<file path="config.mk">
export PLATFORM = sky130hd
export DESIGN_NAME = max_pool_row_packer_flat
export DESIGN_NICKNAME = d
export VERILOG_FILES = /design/src/rtl/max_pool_row_packer_if.sv /design/src/rtl/max_pool_row_packer.sv /design/src/flat_wrapper.sv
export SDC_FILE = /design/constraint.sdc
export NUM_CORES = 1
export LEC_CHECK = 0
export CAP_MARGIN = 10
export CORE_UTILIZATION = 30
export CTS_BUF_LIST = sky130_fd_sc_hd__clkbuf_8
export DETAILED_ROUTE_END_ITERATION = 10
export GPL_ROUTABILITY_DRIVEN = 0
export SLEW_MARGIN = 20
export SYNTH_ARGS = -nofsm -noshare
export SYNTH_HDL_FRONTEND = slang
export SYNTH_SLANG_ARGS = --single-unit
</file>
<file path="constraint.sdc">
create_clock -name clk -period 2.95 [get_ports clk]
set_clock_uncertainty 0.15 [all_clocks]
set_input_delay 0.295 -clock clk [delete_from_list [all_inputs] [get_ports clk]]
set_output_delay 0.295 -clock clk [all_outputs]
set_load 0.05 [all_outputs]
</file>
<file path="src/rtl/max_pool_row_packer_if.sv">
// Row-word valid/ready bus from the pooling row packer to the dense/readout stage.
// Producer drives the head row word and its row index; consumer drives ready.
interface max_pool_row_packer_if #(
  parameter int unsigned OUT_W = 13,
  parameter int unsigned OUT_H = 13
) ();
  localparam int unsigned IDX_W = $clog2(OUT_H);

  logic             row_valid;
  logic             row_ready;
  logic [OUT_W-1:0] row_data;
  logic [IDX_W-1:0] row_idx;

  modport master (
    output row_valid,
    output row_data,
    output row_idx,
    input  row_ready
  );

  modport slave (
    input  row_valid,
    input  row_data,
    input  row_idx,
    output row_ready
  );
endinterface

</file>
<file path="src/rtl/max_pool_row_packer.sv">
// Reduces 2x2 binary windows to pooled bits (OR), packs them into row words and
// queues completed rows in a small FIFO; flags dropped rows and pulses on frame end.
module max_pool_row_packer #(
  parameter int unsigned OUT_W      = 13,
  parameter int unsigned OUT_H      = 13,
  parameter int unsigned FIFO_DEPTH = 2
) (
  input  logic clk,
  input  logic rst_n,
  input  logic valid_in,
  input  logic pixel_0,
  input  logic pixel_1,
  input  logic pixel_2,
  input  logic pixel_3,
  input  logic clear_err,
  output logic pool_valid,
  output logic pool_bit,
  max_pool_row_packer_if.master row,
  output logic frame_done,
  output logic overflow
);

  localparam int unsigned XW = $clog2(OUT_W);
  localparam int unsigned YW = $clog2(OUT_H);
  localparam int unsigned PW = $clog2(FIFO_DEPTH);
  localparam int unsigned CW = PW + 1;

  localparam logic [XW-1:0] X_LAST = XW'(OUT_W - 1);
  localparam logic [YW-1:0] Y_LAST = YW'(OUT_H - 1);
  localparam logic [CW-1:0] FULL   = CW'(FIFO_DEPTH);

  logic [XW-1:0]    x;
  logic [YW-1:0]    y;
  logic [OUT_W-2:0] row_reg;
  logic [PW-1:0]    wr_ptr;
  logic [PW-1:0]    rd_ptr;
  logic [CW-1:0]    count;
  logic             row_valid_q;

  logic [OUT_W-1:0] mem_data [FIFO_DEPTH];
  logic [YW-1:0]    mem_idx  [FIFO_DEPTH];

  logic          p_c;
  logic          row_done_c;
  logic          pop_c;
  logic          push_c;
  logic          drop_c;
  logic [CW-1:0] count_next_c;

  // Window reduction and FIFO push/pop/drop decisions
  assign p_c        = pixel_0 | pixel_1 | pixel_2 | pixel_3;
  assign row_done_c = valid_in && (x == X_LAST);
  assign pop_c      = (count != '0) && row.row_ready;
  assign push_c     = row_done_c && ((count != FULL) || pop_c);
  assign drop_c     = row_done_c && !push_c;

  always_comb begin
    count_next_c = count;
    case ({push_c, pop_c})
      2'b10:   count_next_c = count + CW'(1);
      2'b01:   count_next_c = count - CW'(1);
      default: count_next_c = count;
    endcase
  end

  assign row.row_valid = row_valid_q;
  assign row.row_data  = mem_data[rd_ptr];
  assign row.row_idx   = mem_idx[rd_ptr];

  always_ff @(posedge clk or negedge rst_n) begin
    if (!rst_n) begin
      x           <= '0;
      y           <= '0;
      row_reg     <= '0;
      wr_ptr      <= '0;
      rd_ptr      <= '0;
      count       <= '0;
      row_valid_q <= 1'b0;
      pool_valid  <= 1'b0;
      pool_bit    <= 1'b0;
      frame_done  <= 1'b0;
      overflow    <= 1'b0;
      for (int i = 0; i < int'(FIFO_DEPTH); i++) begin
        mem_data[i] <= '0;
        mem_idx[i]  <= '0;
      end
    end else begin
      pool_valid <= valid_in;
      pool_bit   <= valid_in & p_c;

      // Row assembly: shift right so column 0 lands in bit 0 at row end
      if (valid_in) begin
        if (x == X_LAST) begin
          x       <= '0;
          row_reg <= '0;
          y       <= (y == Y_LAST) ? '0 : y + YW'(1);
        end else begin
          x       <= x + XW'(1);
          row_reg <= {p_c, row_reg[OUT_W-2:1]};
        end
      end

      if (push_c) begin
        mem_data[wr_ptr] <= {p_c, row_reg};
        mem_idx[wr_ptr]  <= y;
        wr_ptr           <= wr_ptr + PW'(1);
      end
      if (pop_c) begin
        rd_ptr <= rd_ptr + PW'(1);
      end
      count       <= count_next_c;
      row_valid_q <= (count_next_c != '0);

      frame_done <= pop_c && (mem_idx[rd_ptr] == Y_LAST);

      // A new drop outranks a same-cycle clear
      if (drop_c) begin
        overflow <= 1'b1;
      end else if (clear_err) begin
        overflow <= 1'b0;
      end
    end
  end

endmodule

</file>
<file path="src/flat_wrapper.sv">
// flat-port wrapper written by rule: the top's interface ports become plain ports
module max_pool_row_packer_flat 
#(
  parameter int unsigned OUT_W      = 13,
  parameter int unsigned OUT_H      = 13,
  parameter int unsigned FIFO_DEPTH = 2
)
  (clk, rst_n, valid_in, pixel_0, pixel_1, pixel_2, pixel_3, clear_err, pool_valid, pool_bit, frame_done, overflow, row_row_valid, row_row_data, row_row_idx, row_row_ready);
  max_pool_row_packer_if #(.OUT_W(OUT_W), .OUT_H(OUT_H)) row_i ();
  input  logic clk;
  input  logic rst_n;
  input  logic valid_in;
  input  logic pixel_0;
  input  logic pixel_1;
  input  logic pixel_2;
  input  logic pixel_3;
  input  logic clear_err;
  output logic pool_valid;
  output logic pool_bit;
  output logic frame_done;
  output logic overflow;
  output wire logic [$bits(row_i.row_valid)-1:0] row_row_valid;
  output wire logic [$bits(row_i.row_data)-1:0] row_row_data;
  output wire logic [$bits(row_i.row_idx)-1:0] row_row_idx;
  input wire logic [$bits(row_i.row_ready)-1:0] row_row_ready;
  assign row_row_valid = row_i.row_valid;
  assign row_row_data = row_i.row_data;
  assign row_row_idx = row_i.row_idx;
  assign row_i.row_ready = row_row_ready;
  max_pool_row_packer #(.OUT_W(OUT_W), .OUT_H(OUT_H), .FIFO_DEPTH(FIFO_DEPTH)) u_core (.clk(clk), .rst_n(rst_n), .valid_in(valid_in), .pixel_0(pixel_0), .pixel_1(pixel_1), .pixel_2(pixel_2), .pixel_3(pixel_3), .clear_err(clear_err), .pool_valid(pool_valid), .pool_bit(pool_bit), .row(row_i), .frame_done(frame_done), .overflow(overflow));
endmodule
</file>
==> results of run 1 <==
[power by group]
group | internal [uW] | leakage [uW] | switching, uW
clock | 408 | 0.0000981 | 342
combinational | 629 | 0.000702 | 825
sequential | 1210 | 0.000803 | 269
total | 2240 | 0.00160 | 1440
[what timing repair did]
| action | 4_1_cts | 5_1_grt |
|---|---|---|
| buffers inserted | 0 | 0 |
| hold buffers | 1 | 0 |
| setup endpoints to repair | 0 | 0 |
| endpoints found under the hold margin | 16 | 0 |
[routing by layer]
layer	global-route usage [%]	routed length, um	share of wire, %	vias to the layer above
li1	-	-	-	811
met1	16.4	2540	51	811
met2	17.2	2110	43	36
met3	2.72	168	3.4	12
met4	8.27	146	2.9	0
met5	0	0	0	-
[worst max-delay path by stage]
| stage | startpoint | endpoint | slack (ps) | cells past startpoint |
|---|---|---|---|---|
| after floorplan | u_core.x[0] | u_core.row.row_valid | 970 | 8 |
| after global placement | valid_in | u_core.mem_data[2] | 510 | 5 |
| after detailed placement | valid_in | u_core.mem_data[6] | 460 | 5 |
| after CTS | u_core.rd_ptr | row_row_idx[1] | 240 | 3 |
| after global routing | u_core.rd_ptr | row_row_idx[1] | 180 | 3 |
| final | u_core.rd_ptr | row_row_idx[1] | 280 | 3 |
[stage by stage]
stage | area, um^2 | cells
3_3_place_gp | 3200 | 345
5_1_grt | 3410 | 362
4_1_cts | 3410 | 362
3_5_place_dp | 3200 | 345
2_1_floorplan | 2780 | 209
6_report | 3410 | 362
[cell usage in the layout (no fill, tap or decap), types with 2 or more instances in the layout]
| cell type | instances |
|---|---|
| dfrtp_1 | 63 |
| mux2_2 | 41 |
| clkdlybuf4s50_1 | 29 |
| o21ai_0 | 14 |
| nor2_1 | 13 |
| mux2i_1 | 11 |
| mux2_1 | 10 |
| clkbuf_8 | 10 |
| inv_1 | 9 |
| nand2_1 | 7 |
| buf_4 | 6 |
| nand3_1 | 5 |
| ha_1 | 5 |
| nand2b_1 | 3 |
| xnor2_1 | 3 |
| a21oi_1 | 3 |
| clkinv_2 | 3 |
| and2_1 | 2 |
| xor2_1 | 2 |
| clkinvlp_4 | 2 |
[worst max-delay path: stages (launching register included)]
cell	delay, ps
dfrtp_1	490
buf_4	290
mux2_2	380
clkdlybuf4s50_1	710
[final cells by class]
| cell class | count | share of cell area (%) |
|---|---|---|
| sequential | 63 | 46.3 |
| multi-input combinational | 129 | 32.7 |
| timing repair buffer | 37 | 10.3 |
| clock buffer | 10 | 4.04 |
| tap | 108 | 3.97 |
| clock inverter | 6 | 1.76 |
| inverter | 9 | 0.992 |
[kinds of logic (layout without fill, tap and decap cells)]
logic type	after synthesis	count (layout)	synth area share, %
mux	62	62	24.7
buf+inv	17	62	3.07
xor+xnor	5	5	1.58
simple gates	38	38	7.98
fa+ha+maj	5	5	2.25
flops	63	63	56.8
compound gates	19	19	3.65
==> results.py, run 1 <==
metrics = {
    "yosys": {
        "syn_nets": 223,
        "yosysTopAreaCell": "dfrtp_1",
        "ys_seq_area_share_pct": 56.8,
        "synth.area.top_cells": "dfrtp_1 57%, mux2_2 17%, mux2_1 4.1%",
        "ys_ff_latch": 63,
        "ys_top_cells_by_count": "63 x dfrtp_1, 41 x mux2_2, 14 x o21ai_0, 13 x nor2_1, 11 x mux2i_1",
        "synth_flop_cell": "dfrtp_1",
        "synth_top_area_share_pct": 56.8,
        "synthesis.area_mm2": 0.00278,
        "syn_inst": 209,
        "synth_cell_types": 28,
        "synth_warnings": 0,
        "syn_avg_cell_area_um2": 13.3,
        "async_flop_share_pct": 100,
        "synth_edf_count": 0,
        "synth.most_common_cell": "dfrtp_1",
    },
    "sta": {
        "grt_setup_unrepaired": "no",
        "holdWs_ps": 254,
        "post-route-min-period_ps": 2670,
        "fmax_mhz": 375,
        "setup_viol": 0,
        "worst_slack_ps": 282,
        "tns_ps": 0,
        "period_share_pct": 90.5,
        "slew_headroom_pct": 53.2,
        "worstMarginPinSlew_ps": 695,
        "drv_slew": 0,
        "hold_viol": 0,
    },
    "detailed_routing": {
        "drtPass1Iterations": 6,
        "drc_errors": 0,
        "routedWlPerCell_um": 13.7,
        "wl_um": 4970,
        "viasPerCell": 4.61,
        "ant_nets": 0,
        "via_count": 1670,
        "drt_iter0_drc": 52,
    },
    "cells_and_area": {
        "largest_reg_flops": 26,
        "seq_area_mm2": 0.00158,
        "drive_gt1_share_pct": 26.8,
        "area_growth_pct": 22.8,
        "nFillCells": 869,
        "fin_util_pct": 38.5,
        "multi_input_area_mm2": 0.00111,
        "antennaDiodeCount": 0,
        "nNetsFinal": 263,
    },
    "floorplanning": {
        "io_pins": 31,
        "die_height_um": 98.2,
        "die_x_um": 98.2,
        "std_cell_rows": 34,
        "core-area_mm2": 0.00885,
        "fp.dieArea_mm2": 0.00964,
        "start_util_pct": 31.4,
    },
    "clocking": {
        "clk_pin_slew_ps": 70,
        "post_cts_resized": 0,
        "clkSinkCount": 63,
        "clock_latency_ps": 340,
        "cts_buffers": 9,
        "htreeDepth": 3,
        "cts_tree": "yes",
        "cts_root_buffer": "clkbuf_8",
        "clockBufferDepth": 2,
    },
    "min_path": {
        "min_path_type": "in -> async",
    },
    "global_routing": {
        "antenna_found_initial": 0,
        "globalRouteTotalUtil_pct": 12.1,
        "overflow": 0,
        "grt_max_degree": 27,
        "grt_pass1_wl_um": 8970,
        "grt_pass1_vias": 1779,
    },
    "critical_path": {
        "worstReg2RegStart": "u_core.count[0]",
        "worstSetupPathType": "reg -> out",
        "reg2reg_depth": 6,
        "regToRegSetupSlack_ps": 790,
        "cp.required_ps": 2510,
        "rr_endpoint": "u_core.row.row_valid",
        "critPathMaxFanout": 13,
        "start_kind": "flop",
        "crit_path_end_kind": "output port",
        "worst-endpoint-arrival_ps": 2220,
    },
    "power_and_ir_drop": {
        "peakVddDrop_v": 0.000417,
        "power_density_mw_per_mm2": 1080,
        "p_total_uw": 3680,
        "p_leak_uw": 0.00160,
    },
    "place": {
        "place_ws_ps": 460,
        "dp_hpwl_um": 3290,
        "numPortBuffers": 30,
    },
    "run": {
        "maxCapViolations": 0,
    },
    "status": {
        "status": "finished, final reports clean",
    },
}
Note: power is estimated with default switching activity, not from simulation.
==> run 2, diff against run 1 <==
--- a/config.mk
+++ b/config.mk
@@ -10,6 +10,7 @@
 export CTS_BUF_LIST = sky130_fd_sc_hd__clkbuf_8
 export DETAILED_ROUTE_END_ITERATION = 10
 export GPL_ROUTABILITY_DRIVEN = 0
+export REMOVE_ABC_BUFFERS = 1
 export SLEW_MARGIN = 20
 export SYNTH_ARGS = -nofsm -noshare
 export SYNTH_HDL_FRONTEND = slang
==> constraint.sdc (replaced) <==
create_clock -name clk -period 2.6 [get_ports clk]
set_clock_uncertainty 0.15 [all_clocks]
set_input_delay 0.26 -clock clk [delete_from_list [all_inputs] [get_ports clk]]
set_output_delay 0.26 -clock clk [all_outputs]
set_load 0.05 [all_outputs]
==> results.py, run 2 (same netlist as run 1, synthesis figures left out) <==
metrics = {
    "status": {
        "status": "finished, final reports clean",
    },
    "power_and_ir_drop": {
        "combinationalPowerShare_pct": 39.1,
        "p_total_uw": 4260,
        "p_int_uw": 2660,
        "pwr-share-clk_pct": 21.3,
        "power_density_mw_per_mm2": 1240,
        "p_switching_uw": 1600,
        "p_leak_uw": 0.00163,
        "switching_share_pct": 37.7,
        "peakVddDrop_v": 0.000617,
        "p_seq_share_pct": 39.5,
    },
    "detailed_routing": {
        "drc_errors": 0,
        "drtPass1Iterations": 4,
        "drt_iter0_drc": 78,
        "viasPerCell": 4.64,
        "routedWlPerCell_um": 13.7,
        "wl_um": 4940,
        "ant_nets": 0,
        "via_count": 1669,
    },
    "floorplanning": {
        "core-area_mm2": 0.00885,
        "die_height_um": 98.2,
        "die_x_um": 98.2,
        "fp.dieArea_mm2": 0.00964,
        "start_util_pct": 31.4,
        "std_cell_rows": 34,
        "io_pins": 31,
    },
    "critical_path": {
        "worstSetupPathType": "reg -> out",
        "cp.required_ps": 2190,
        "worst-endpoint-arrival_ps": 2080,
        "cp_slowest_cell": "clkdlybuf4s50_1",
        "cpPeakStageDelay_ps": 700,
        "timing.critical_path.cells": "buf_12, mux2_2, clkdlybuf4s50_1",
        "cp.depth": 3,
        "critPathMaxFanout": 14,
        "reg2reg_depth": 6,
        "crit_path_end_kind": "output port",
        "path_delay_family": "buffers and inverters",
        "start_kind": "flop",
        "path_buf_inv": 2,
    },
    "sta": {
        "period_share_pct": 95.9,
        "holdWs_ps": 330,
        "post-route-min-period_ps": 2490,
        "setup_viol": 0,
        "tns_ps": 0,
        "slew_headroom_pct": 47.3,
        "fmax_mhz": 401,
        "hold_viol": 0,
        "grt_setup_unrepaired": "no",
        "worstMarginPinSlew_ps": 791,
        "drv_slew": 0,
        "worst_slack_ps": 106,
    },
    "cells_and_area": {
        "stdcell_count": 360,
        "drive_gt1_share_pct": 25.4,
        "area_growth_pct": 23.6,
        "final_common_cell": "dfrtp_1",
        "antennaDiodeCount": 0,
        "multi_input_area_mm2": 0.00111,
        "seq_area_mm2": 0.00158,
        "largest_reg_flops": 26,
        "most-common-layout-cells": "63 x dfrtp_1, 41 x mux2_2, 28 x clkdlybuf4s50_1",
        "nNetsFinal": 262,
        "nFillCells": 864,
    },
    "place": {
        "place_ws_ps": 354,
        "dp_hpwl_um": 3210,
        "numPortBuffers": 30,
        "dp_cells": 344,
    },
    "global_routing": {
        "grt_pass1_wl_um": 8740,
        "globalRouteTotalUtil_pct": 11.8,
        "grt_pass1_vias": 1791,
        "grt_max_degree": 64,
        "overflow": 0,
        "antenna_found_initial": 0,
    },
    "clocking": {
        "htreeDepth": 3,
        "cts_buffers": 9,
        "clockBufferDepth": 2,
        "post_cts_buffers": 0,
        "clkSinkCount": 63,
        "cts_root_buffer": "clkbuf_8",
        "cts_tree": "yes",
        "clk_pin_slew_ps": 70,
        "clock_latency_ps": 330,
    },
    "min_path": {
        "hold_path_depth": 1,
        "min_path_type": "reg -> reg",
    },
    "run": {
        "maxCapViolations": 0,
    },
}
==> run 2: cell count changes in the layout (fill, tap and decap cells not counted), sizes merged <==
cell / change
clkinv: -3
inv: +2
buf: -1
bufinv: +1
clkdlybuf4s50: -1
clkinvlp: -1
dlymetal6s2s: +1
==> run 2: layer usage <==
metal	share of wire (%)	wire length, um	global-route usage [%]
met1	46	2290	14.3
met2	49	2410	19.1
met3	4.3	212	5.37
met4	0.71	35	3.44
met5	0	0	0
==> run 2: path summary, 6_finish.rpt <==
check / from / end / slack, ps
max in group asynchronous: rst_n / u_core.rd_ptr / 1300
hold / removal: u_core.mem_data[16] / u_core.mem_data[16] / 330
hold reg to reg: u_core.mem_data[16] / u_core.mem_data[16] / 330
min in group asynchronous: rst_n / u_core.row.row_valid / 470
setup / recovery: u_core.rd_ptr / row_row_idx[0] / 110
setup reg to reg: u_core.x[0] / u_core.mem_data[9] / 460
==> run 2: final cells by class <==
cell class	instances	share of cell area, %
clock buffers	10	4.01
clock inverters	5	2.19
flip-flops and latches	63	46.0
multi-input cells	129	32.5
inverters	9	0.985
repair buffers	36	10.4
well taps	108	3.94
==> run 2: power groups by stage <==
stage	clock, uW	combinational (uW)	sequential [uW]
6_report	908	1670	1680
4_1_cts	940	1700	1690
2_1_floorplan	0	1170	1660
3_5_place_dp	0	1690	1710
5_1_grt	990	1810	1760
3_3_place_gp	0	1670	1690
==> run 2: worst reg2reg max path: cells and delay by family, from the launching register on <==
family        cells  cell delay (ps)
fa+ha+maj         1              240
buf+inv           2              370
simple gates      2              490
flops             1              410
mux               1              360
==> run 2: repair_timing <==
item                                    in CTS  in global routing
hold buffers                                 1                  0
endpoints found under the setup margin       0                  1
resized for setup                            0                  1
hold endpoints to repair                    63                  0
==> run 2: stage by stage <==
step	area (um^2)	utilization [%]
finish	3430	38.8
global route	3430	38.8
CTS	3430	38.7
detailed placement	3200	36.2
global placement	3200	36.2
floorplan	2720	-
==> run 3, diff against run 2 <==
--- a/config.mk
+++ b/config.mk
@@ -8,6 +8,7 @@
 export CAP_MARGIN = 10
 export CORE_UTILIZATION = 30
 export CTS_BUF_LIST = sky130_fd_sc_hd__clkbuf_8
+export CTS_CLUSTER_DIAMETER = 50
 export DETAILED_ROUTE_END_ITERATION = 10
 export GPL_ROUTABILITY_DRIVEN = 0
 export REMOVE_ABC_BUFFERS = 1
==> results of run 3 <==
The final DEF is identical to that of run 2; final timing and power are the same.
